## config.mk

```make
export PLATFORM = sky130hd
export DESIGN_NAME = div_unit
export DESIGN_NICKNAME = d
export VERILOG_FILES = /design/src/rtl/div_unit.sv
export SDC_FILE = /design/constraint.sdc
export NUM_CORES = 1
export LEC_CHECK = 0
export BUFFER_PORTS_ARGS = -buffer_cell sky130_fd_sc_hd__buf_2
export CORE_MARGIN = 5
export CORE_UTILIZATION = 55
export DETAILED_ROUTE_END_ITERATION = 8
export GPL_TIMING_DRIVEN = 0
export PLACE_DENSITY = 0.85
export SLEW_MARGIN = 30
export SYNTH_ARGS = -nofsm -noshare
export SYNTH_HDL_FRONTEND = slang
export SYNTH_SLANG_ARGS = --single-unit
export TNS_END_PERCENT = 5
```

## constraint.sdc

```tcl
create_clock -name clk -period 6.9 [get_ports clk]
set_clock_uncertainty 0.05 [all_clocks]
set_input_delay 0.345 -clock clk [delete_from_list [all_inputs] [get_ports clk]]
set_output_delay 0.345 -clock clk [all_outputs]
set_load 0.03 [all_outputs]
```

## src/rtl/div_unit.sv

```systemverilog
// div_unit: iterative radix-2 restoring RV32M divider (DIV/DIVU/REM/REMU) with pipeline stall
module div_unit #(
    parameter int WIDTH = 32
) (
    input  logic             clk,
    input  logic             rst_n,
    input  logic             start_e,
    input  logic [2:0]       funct3_e,
    input  logic [WIDTH-1:0] src_a_e,
    input  logic [WIDTH-1:0] src_b_e,
    input  logic             flush_e,
    output logic             div_stall,
    output logic [WIDTH-1:0] div_result_e,
    output logic             result_valid_e
);
    typedef enum logic [1:0] {IDLE, RUN, DONE} state_t;

    state_t           state_q, state_d;
    logic [5:0]       cnt_q, cnt_d;
    logic [WIDTH-1:0] rem_q, rem_d, quo_q, quo_d, dvs_q, dvs_d, res_q, res_d;
    logic             qneg_q, qneg_d, rneg_q, rneg_d, sel_rem_q, sel_rem_d;

    logic             is_signed, a_neg, b_neg, div_zero, ovf;
    logic [WIDTH-1:0] a_abs, b_abs, spec_res, rem_it, quo_it, fin;
    logic [WIDTH:0]   rem_sh, diff;

    assign is_signed = ~funct3_e[0];
    assign a_neg     = is_signed & src_a_e[WIDTH-1];
    assign b_neg     = is_signed & src_b_e[WIDTH-1];
    assign a_abs     = a_neg ? -src_a_e : src_a_e;
    assign b_abs     = b_neg ? -src_b_e : src_b_e;
    assign div_zero  = src_b_e == '0;
    assign ovf       = is_signed & (src_a_e == {1'b1, {(WIDTH-1){1'b0}}}) & (&src_b_e);
    assign spec_res  = div_zero ? (funct3_e[1] ? src_a_e : '1)
                                : (funct3_e[1] ? '0 : {1'b1, {(WIDTH-1){1'b0}}});

    // The partial remainder is shifted into a WIDTH+1 window so the trial subtract never overflows
    assign rem_sh = {rem_q, quo_q[WIDTH-1]};
    assign diff   = rem_sh - {1'b0, dvs_q};
    assign rem_it = diff[WIDTH] ? rem_sh[WIDTH-1:0] : diff[WIDTH-1:0];
    assign quo_it = {quo_q[WIDTH-2:0], ~diff[WIDTH]};
    assign fin    = sel_rem_q ? (rneg_q ? -rem_it : rem_it) : (qneg_q ? -quo_it : quo_it);

    assign div_stall      = rst_n & ~flush_e & (((state_q == IDLE) & start_e) | (state_q == RUN));
    assign result_valid_e = rst_n & ~flush_e & (state_q == DONE);
    assign div_result_e   = result_valid_e ? res_q : '0;

    // Next-state and datapath update; flush wins over everything else
    always_comb begin
        state_d   = state_q;
        cnt_d     = cnt_q;
        rem_d     = rem_q;
        quo_d     = quo_q;
        dvs_d     = dvs_q;
        res_d     = res_q;
        qneg_d    = qneg_q;
        rneg_d    = rneg_q;
        sel_rem_d = sel_rem_q;
        if (flush_e) begin
            state_d = IDLE;
            cnt_d   = '0;
        end else begin
            case (state_q)
                IDLE: if (start_e) begin
                    if (div_zero | ovf) begin
                        res_d   = spec_res;
                        state_d = DONE;
                    end else begin
                        rem_d     = '0;
                        quo_d     = a_abs;
                        dvs_d     = b_abs;
                        qneg_d    = a_neg ^ b_neg;
                        rneg_d    = a_neg;
                        sel_rem_d = funct3_e[1];
                        cnt_d     = '0;
                        state_d   = RUN;
                    end
                end
                RUN: begin
                    rem_d = rem_it;
                    quo_d = quo_it;
                    cnt_d = cnt_q + 6'd1;
                    if (cnt_q == 6'd31) begin
                        res_d   = fin;
                        cnt_d   = '0;
                        state_d = DONE;
                    end
                end
                DONE: state_d = IDLE;
                default: state_d = IDLE;
            endcase
        end
    end

    // State and datapath registers with synchronous active-low reset
    always_ff @(posedge clk) begin
        if (!rst_n) begin
            state_q   <= IDLE;
            cnt_q     <= '0;
            rem_q     <= '0;
            quo_q     <= '0;
            dvs_q     <= '0;
            res_q     <= '0;
            qneg_q    <= 1'b0;
            rneg_q    <= 1'b0;
            sel_rem_q <= 1'b0;
        end else begin
            state_q   <= state_d;
            cnt_q     <= cnt_d;
            rem_q     <= rem_d;
            quo_q     <= quo_d;
            dvs_q     <= dvs_d;
            res_q     <= res_d;
            qneg_q    <= qneg_d;
            rneg_q    <= rneg_d;
            sel_rem_q <= sel_rem_d;
        end
    end
endmodule

```

==> impl_metrics.env, run 1 <==
export IMPL_critPathBufInv=6
export IMPL_yosysSeqAreaShare_pct=22.9
export IMPL_hold_viol=0
export IMPL_wirelength_mm=46.3
export IMPL_ir_worst_vdd_mv=0.156
export IMPL_leakage_nw=5.32
export IMPL_drc_errors=0
export IMPL_yosysTopAreaCell="dfxtp_1"
export IMPL_die_area_mm2=0.0251
export IMPL_gr_usage_all_layers_pct=36.5
export IMPL_rows=54
export IMPL_synth_edf_count=0
export IMPL_die_w_um=159
export IMPL_hpwl_mm=36.5
export IMPL_worstSetupStartpointType="flip-flop"
export IMPL_wire_per_inst_um=21.9
export IMPL_multiInputGateArea_mm2=0.00867
export IMPL_setup_violations=0
export IMPL_grt_pass1_vias=12700
export IMPL_first_pass_iters=7
export IMPL_drtIter0Drc=1723
export IMPL_status="finished, final reports clean"
export IMPL_power_density_mw_per_mm2=183
export IMPL_rsz0062_at_grt="no"
export IMPL_die_h_um=159
export IMPL_syn_avg_cell_area_um2=7.18
export IMPL_n_fill_cell=1995
export IMPL_layout_common_cells="nand2_1, nor2_1, a21oi_1"
export IMPL_register_area_mm2=0.00278
export IMPL_gp_congestion=1.06
export IMPL_antenna_found_initial=0
export IMPL_min_path_type="primary input to flip-flop"
export IMPL_hold_start="src_b_e[0]"
export IMPL_crit_start="quo_q[31]"
export IMPL_nNetsFinal=1925
export IMPL_r2r_start="quo_q[31]"
export IMPL_worst_slew_pin_slew_ps=947
export IMPL_cts_hold_buffers=0
export IMPL_end_kind="flip-flop"
export IMPL_start_util_pct=55.8
export IMPL_postCtsSetupBuffers=0
export IMPL_syn2layout_area_growth_pct=12.6
export IMPL_mostFrequentLayoutCell="nand2_1"
export IMPL_cts_root_buf="clkbuf_16"
export IMPL_grt_overflow_total=0
export IMPL_synth_fp_nets=1802
export IMPL_path_delay_family="compound AO/OA/AOI/OAI gates"
export IMPL_grt_pass1_wl_mm=71.2
export IMPL_vias=13800
export IMPL_synth_area_mm2=0.0121
export IMPL_pre_cts_slack_ps=551
export IMPL_cts_buffers=17
export IMPL_path_class="flip-flop to flip-flop"
export IMPL_cts_path_max_buffers=2
export IMPL_grt_max_degree=17
export IMPL_netlist_instances=1692
export IMPL_io_pins=105
export IMPL_via_per_inst=6.54
export IMPL_period_minus_slack_ps=6510
export IMPL_antenna_left=0
export IMPL_max_clock_freq_mhz=154
export IMPL_cap_violations=0
export IMPL_coreArea_mm2=0.0218
export IMPL_max_slew_margin_pct=36.6
export IMPL_h_tree_depth=4
export IMPL_cts_sinks=139
export IMPL_ys_flop_type="dfxtp_1"
export IMPL_crit_fanout=10
export IMPL_layout_setup_ws_ps=392
export IMPL_cts_tree="built"
export IMPL_slew_viol_final=0
export IMPL_ctsResizeCount=0
export IMPL_portBuffers=103
export IMPL_crit_slowest_cell="a211oi_4"
export IMPL_ys_seq_elements=139
export IMPL_cts_clk_slew_worst_paths_ps=70
export IMPL_layout_drive_gt1_share_pct=11.5
export IMPL_synth_top_area_share_pct=22.9
export IMPL_fin_crit_sh_pct=94.3
export IMPL_synthTopCellsByArea="dfxtp_1, a21oi_1, nand2_1, nor2_1, xnor2_1"
export IMPL_yosys_warnings=0
export IMPL_insertion_delay_ps=440
export IMPL_synth_cell_types=85
export IMPL_fin_tns_setup_ps=0
export IMPL_ys_async_sr_fraction_pct=0
export IMPL_cpPeakStageDelay_ps=560
export IMPL_worstPathRequired_ps=7180
export IMPL_arrival_ps=6790
[metrics by stage]
step / std cells / power [mW] / area [um2] / utilization, % / hold slack, ps
floorplan: 1692 / 1.30 / 12100 / - / 372
detailed placement: 2076 / 1.50 / 13000 / 59.9 / 405
global placement: 2075 / 1.48 / 13000 / 59.8 / 390
global route: 2108 / 2.59 / 13700 / 62.8 / 188
finish: 2109 / 2.51 / 13700 / 62.8 / 167
CTS: 2108 / 2.48 / 13700 / 62.8 / 161
[cell families (layout without fill, tap and decap cells)]
family	after synthesis	count (layout)	synth area share [%]
simple gates	648	648	25.7
compound gates	538	538	29.5
buf+inv	170	306	5.92
flops	139	139	22.9
xor+xnor	123	123	8.87
fa+ha+maj	39	39	4.08
mux	35	35	3.06
other cells	0	1	0
[cells in the mapped netlist (7+ instances only)]
cell / n
or3_1: 22
o21ai_0: 110
dfxtp_1: 139
a21o_1: 18
a21oi_1: 157
xnor2_1: 65
and3_1: 12
nor2b_1: 9
a22oi_1: 7
o211ai_1: 47
mux2_2: 7
and2_1: 49
nor2_1: 171
o21a_1: 9
buf_4: 8
o31ai_1: 28
nand2_1: 193
or4_1: 11
nor3_1: 64
inv_1: 59
a211oi_1: 54
clkbuf_1: 75
nand3_1: 32
ha_1: 38
xor2_1: 58
nand4_1: 20
a31oi_1: 10
o31a_1: 14
mux2i_1: 27
buf_2: 16
or2_2: 7
nor4_1: 17
nand2b_1: 15
[registers in the layout, indices dropped and copies added, names as in the netlist]
name       cells
state_q        2
rneg_q         1
rem_q         32
dvs_q         32
res_q         32
sel_rem_q      1
qneg_q         1
cnt_q          6
quo_q         32
[worst reg2reg max path, delay by kind of cell, from the launching register on]
| kind | cells | cell delay [ps] |
|---|---|---|
| compound gates | 7 | 1960 |
| mux | 1 | 330 |
| buf+inv | 6 | 940 |
| xor+xnor | 1 | 160 |
| flops | 1 | 400 |
| fa+ha+maj | 3 | 700 |
| simple gates | 7 | 1890 |
[power breakdown]
| group | total [mW] | internal (mW) | switching (mW) |
|---|---|---|---|
| Combinational | 0.645 | 0.213 | 0.432 |
| Sequential | 0.865 | 0.835 | 0.0295 |
| Clock | 0.998 | 0.608 | 0.390 |
| Total | 2.51 | 1.66 | 0.851 |
[layout make-up]
| class | count | share of cell area (%) |
|---|---|---|
| diodes | 1 | 0.0183 |
| plain buffers | 109 | 3.58 |
| clock buffers | 19 | 3.17 |
| clock inverters | 13 | 1.38 |
| inverters | 61 | 1.67 |
| multi-input cells | 1383 | 63.4 |
| flip-flops and latches | 139 | 20.4 |
| well taps | 280 | 2.56 |
| repair buffers | 104 | 3.83 |
[final timing paths]
| kind | to | slack, ps | depth (start not counted) |
|---|---|---|---|
| hold reg to reg | dvs_q[0] | 410 | 2 |
| setup reg to reg | res_q[28] | 390 | 25 |
| hold / removal | dvs_q[0] | 170 | 3 |
| setup / recovery | res_q[28] | 390 | 25 |
[routing by layer]
layer	wire, um	vias to the layer above	global-route usage [%]
li1	-	6391	-
met1	19400	6438	50.4
met2	19700	838	54.4
met3	5540	117	10.7
met4	1590	0	12.5
met5	0	-	0
(Power assumes the default switching activity.)
==> run 2: changes to the inputs <==
CORE_ASPECT_RATIO = 0.8   (was not set)
CTS_CLUSTER_SIZE = 24   (was not set)
==> run 2 against run 1 <==
Effect of this change: non-clock buffer count shrank 1; fmax shrank 0.50%; final area grew 0.21%; largest cell class unchanged; sequential power is essentially flat; worst setup slack lost 33 ps; final cell count shrank 0.28%; critical path type unchanged; highest routed layer unchanged.
==> impl_metrics.env, run 2 (synthesis results as in run 1) <==
export IMPL_layout_drive_gt1_share_pct=11.6
export IMPL_postCtsSetupBuffers=0
export IMPL_path_class="flip-flop to flip-flop"
export IMPL_drtIter0Drc=1977
export IMPL_io_pins=105
export IMPL_grt_max_degree=17
export IMPL_crit_end="res_q[28]"
export IMPL_first_pass_iters=6
export IMPL_r2r_start="quo_q[31]"
export IMPL_nNetsFinal=1924
export IMPL_min_path_type="primary input to flip-flop"
export IMPL_ir_worst_vdd_mv=0.182
export IMPL_antenna_left=0
export IMPL_gr_usage_all_layers_pct=37.0
export IMPL_arrival_ps=6830
export IMPL_crit_fanout=10
export IMPL_reg2reg_depth=26
export IMPL_die_h_um=143
export IMPL_ctsResizeCount=0
export IMPL_wire_per_inst_um=22.7
export IMPL_insertion_delay_ps=450
export IMPL_period_minus_slack_ps=6540
export IMPL_max_slew_margin_pct=31.6
export IMPL_reg2reg_slack_ps=360
export IMPL_gp_congestion=1.07
export IMPL_fin_crit_sh_pct=94.8
export IMPL_end_kind="flip-flop"
export IMPL_design_area_mm2=0.0137
export IMPL_cts_path_max_buffers=2
export IMPL_wirelength_mm=47.7
export IMPL_power_density_mw_per_mm2=187
export IMPL_layout_common_cells="nand2_1, nor2_1, a21oi_1"
export IMPL_setup_violations=0
export IMPL_portBuffers=103
export IMPL_max_clock_freq_mhz=153
export IMPL_rows=48
export IMPL_die_w_um=176
export IMPL_antenna_found_initial=0
export IMPL_placed_area_mm2=0.0130
export IMPL_via_per_inst=6.56
export IMPL_leakage_nw=5.34
export IMPL_fin_tns_setup_ps=0
export IMPL_slew_viol_final=0
export IMPL_worst_slew_pin_slew_ps=1020
export IMPL_status="finished, final reports clean"
export IMPL_cts_hold_buffers=0
export IMPL_syn2layout_area_growth_pct=12.9
export IMPL_cts_sinks=139
export IMPL_grt_overflow_total=0
export IMPL_hold_viol=0
export IMPL_grt_pass1_wl_mm=72.2
export IMPL_start_util_pct=56.2
export IMPL_h_tree_depth=4
export IMPL_mostFrequentLayoutCell="nand2_1"
export IMPL_coreArea_mm2=0.0216
export IMPL_rsz0062_at_grt="no"
export IMPL_worstSetupStartpointType="flip-flop"
export IMPL_cts_clk_slew_worst_paths_ps=70
export IMPL_drc_errors=0
export IMPL_worstPathRequired_ps=7190
export IMPL_cts_buffers=17
export IMPL_hpwl_mm=37.9
export IMPL_rr_endpoint="res_q[28]"
export IMPL_grt_pass1_vias=12500
export IMPL_die_area_mm2=0.0252
export IMPL_cts_root_buf="clkbuf_16"
export IMPL_vias=13800
export IMPL_cts_tree="built"
export IMPL_crit_start="quo_q[31]"
export IMPL_cap_violations=0
run 2: through the flow:
| step | utilization (%) | setup slack [ps] | hold WS, ps | cells | power [mW] |
|---|---|---|---|---|---|
| 6_report | 63.4 | 359 | 155 | 2103 | 2.56 |
| 5_1_grt | 63.4 | 104 | 180 | 2102 | 2.64 |
| 4_1_cts | 63.2 | 408 | 146 | 2102 | 2.52 |
| 3_5_place_dp | 60.2 | 449 | 405 | 2070 | 1.50 |
| 3_3_place_gp | 60.1 | 459 | 390 | 2070 | 1.49 |
| 2_1_floorplan | - | 1840 | 372 | 1692 | 1.30 |
run 2: cell type report:
cell class / instances / area, um2
inverters: 61 / 229
fillers: 1972 / 7920
plain buffers: 109 / 489
clock buffers: 20 / 467
flip-flops and latches: 139 / 2780
repair buffers: 103 / 515
clock inverters: 12 / 181
well taps: 275 / 344
multi-input cells: 1383 / 8690
diodes: 1 / 2.50
run 2: worst min path at each step:
stage	from	cells past startpoint	endpoint	slack [ps]
after floorplan	res_q[27]	2	res_q[27]	370
after global placement	dvs_q[25]	2	dvs_q[25]	390
after detailed placement	res_q[27]	2	res_q[27]	400
after CTS	src_b_e[0]	3	dvs_q[0]	150
after global routing	src_b_e[0]	3	dvs_q[0]	180
final	src_b_e[0]	3	dvs_q[0]	160
run 2: per-layer routing:
metal	track usage (%)	up-vias	share of wire [%]
li1	-	6387	-
met1	53.7	6451	44
met2	52.1	884	40
met3	13.8	78	14
met4	7.96	0	1.9
met5	0	-	0
run 2: worst max-delay path, cell delays in order (launching register included):
cell and delay [ps]:
dfxtp_1 380, inv_1 90, ha_1 220, inv_1 70, fa_1 270, a211oi_1 160, o211a_1 290, or4_4 610
a2111oi_4 400, a211oi_4 150, buf_6 200, inv_2 170, clkbuf_1 510, nor2_1 80, a21oi_1 230, ha_1 220
inv_1 90, nor4_1 300, nand2_1 220, nor4_2 450, nand2_1 110, nor3_1 160, a41oi_1 140, o31ai_1 350
xnor2_1 190, nand2_1 80, a22o_1 220
run 2: power by group:
group	switching (mW)	total, mW	internal [mW]
logic	0.443	0.657	0.214
clock network	0.394	1.03	0.638
registers	0.0310	0.866	0.835
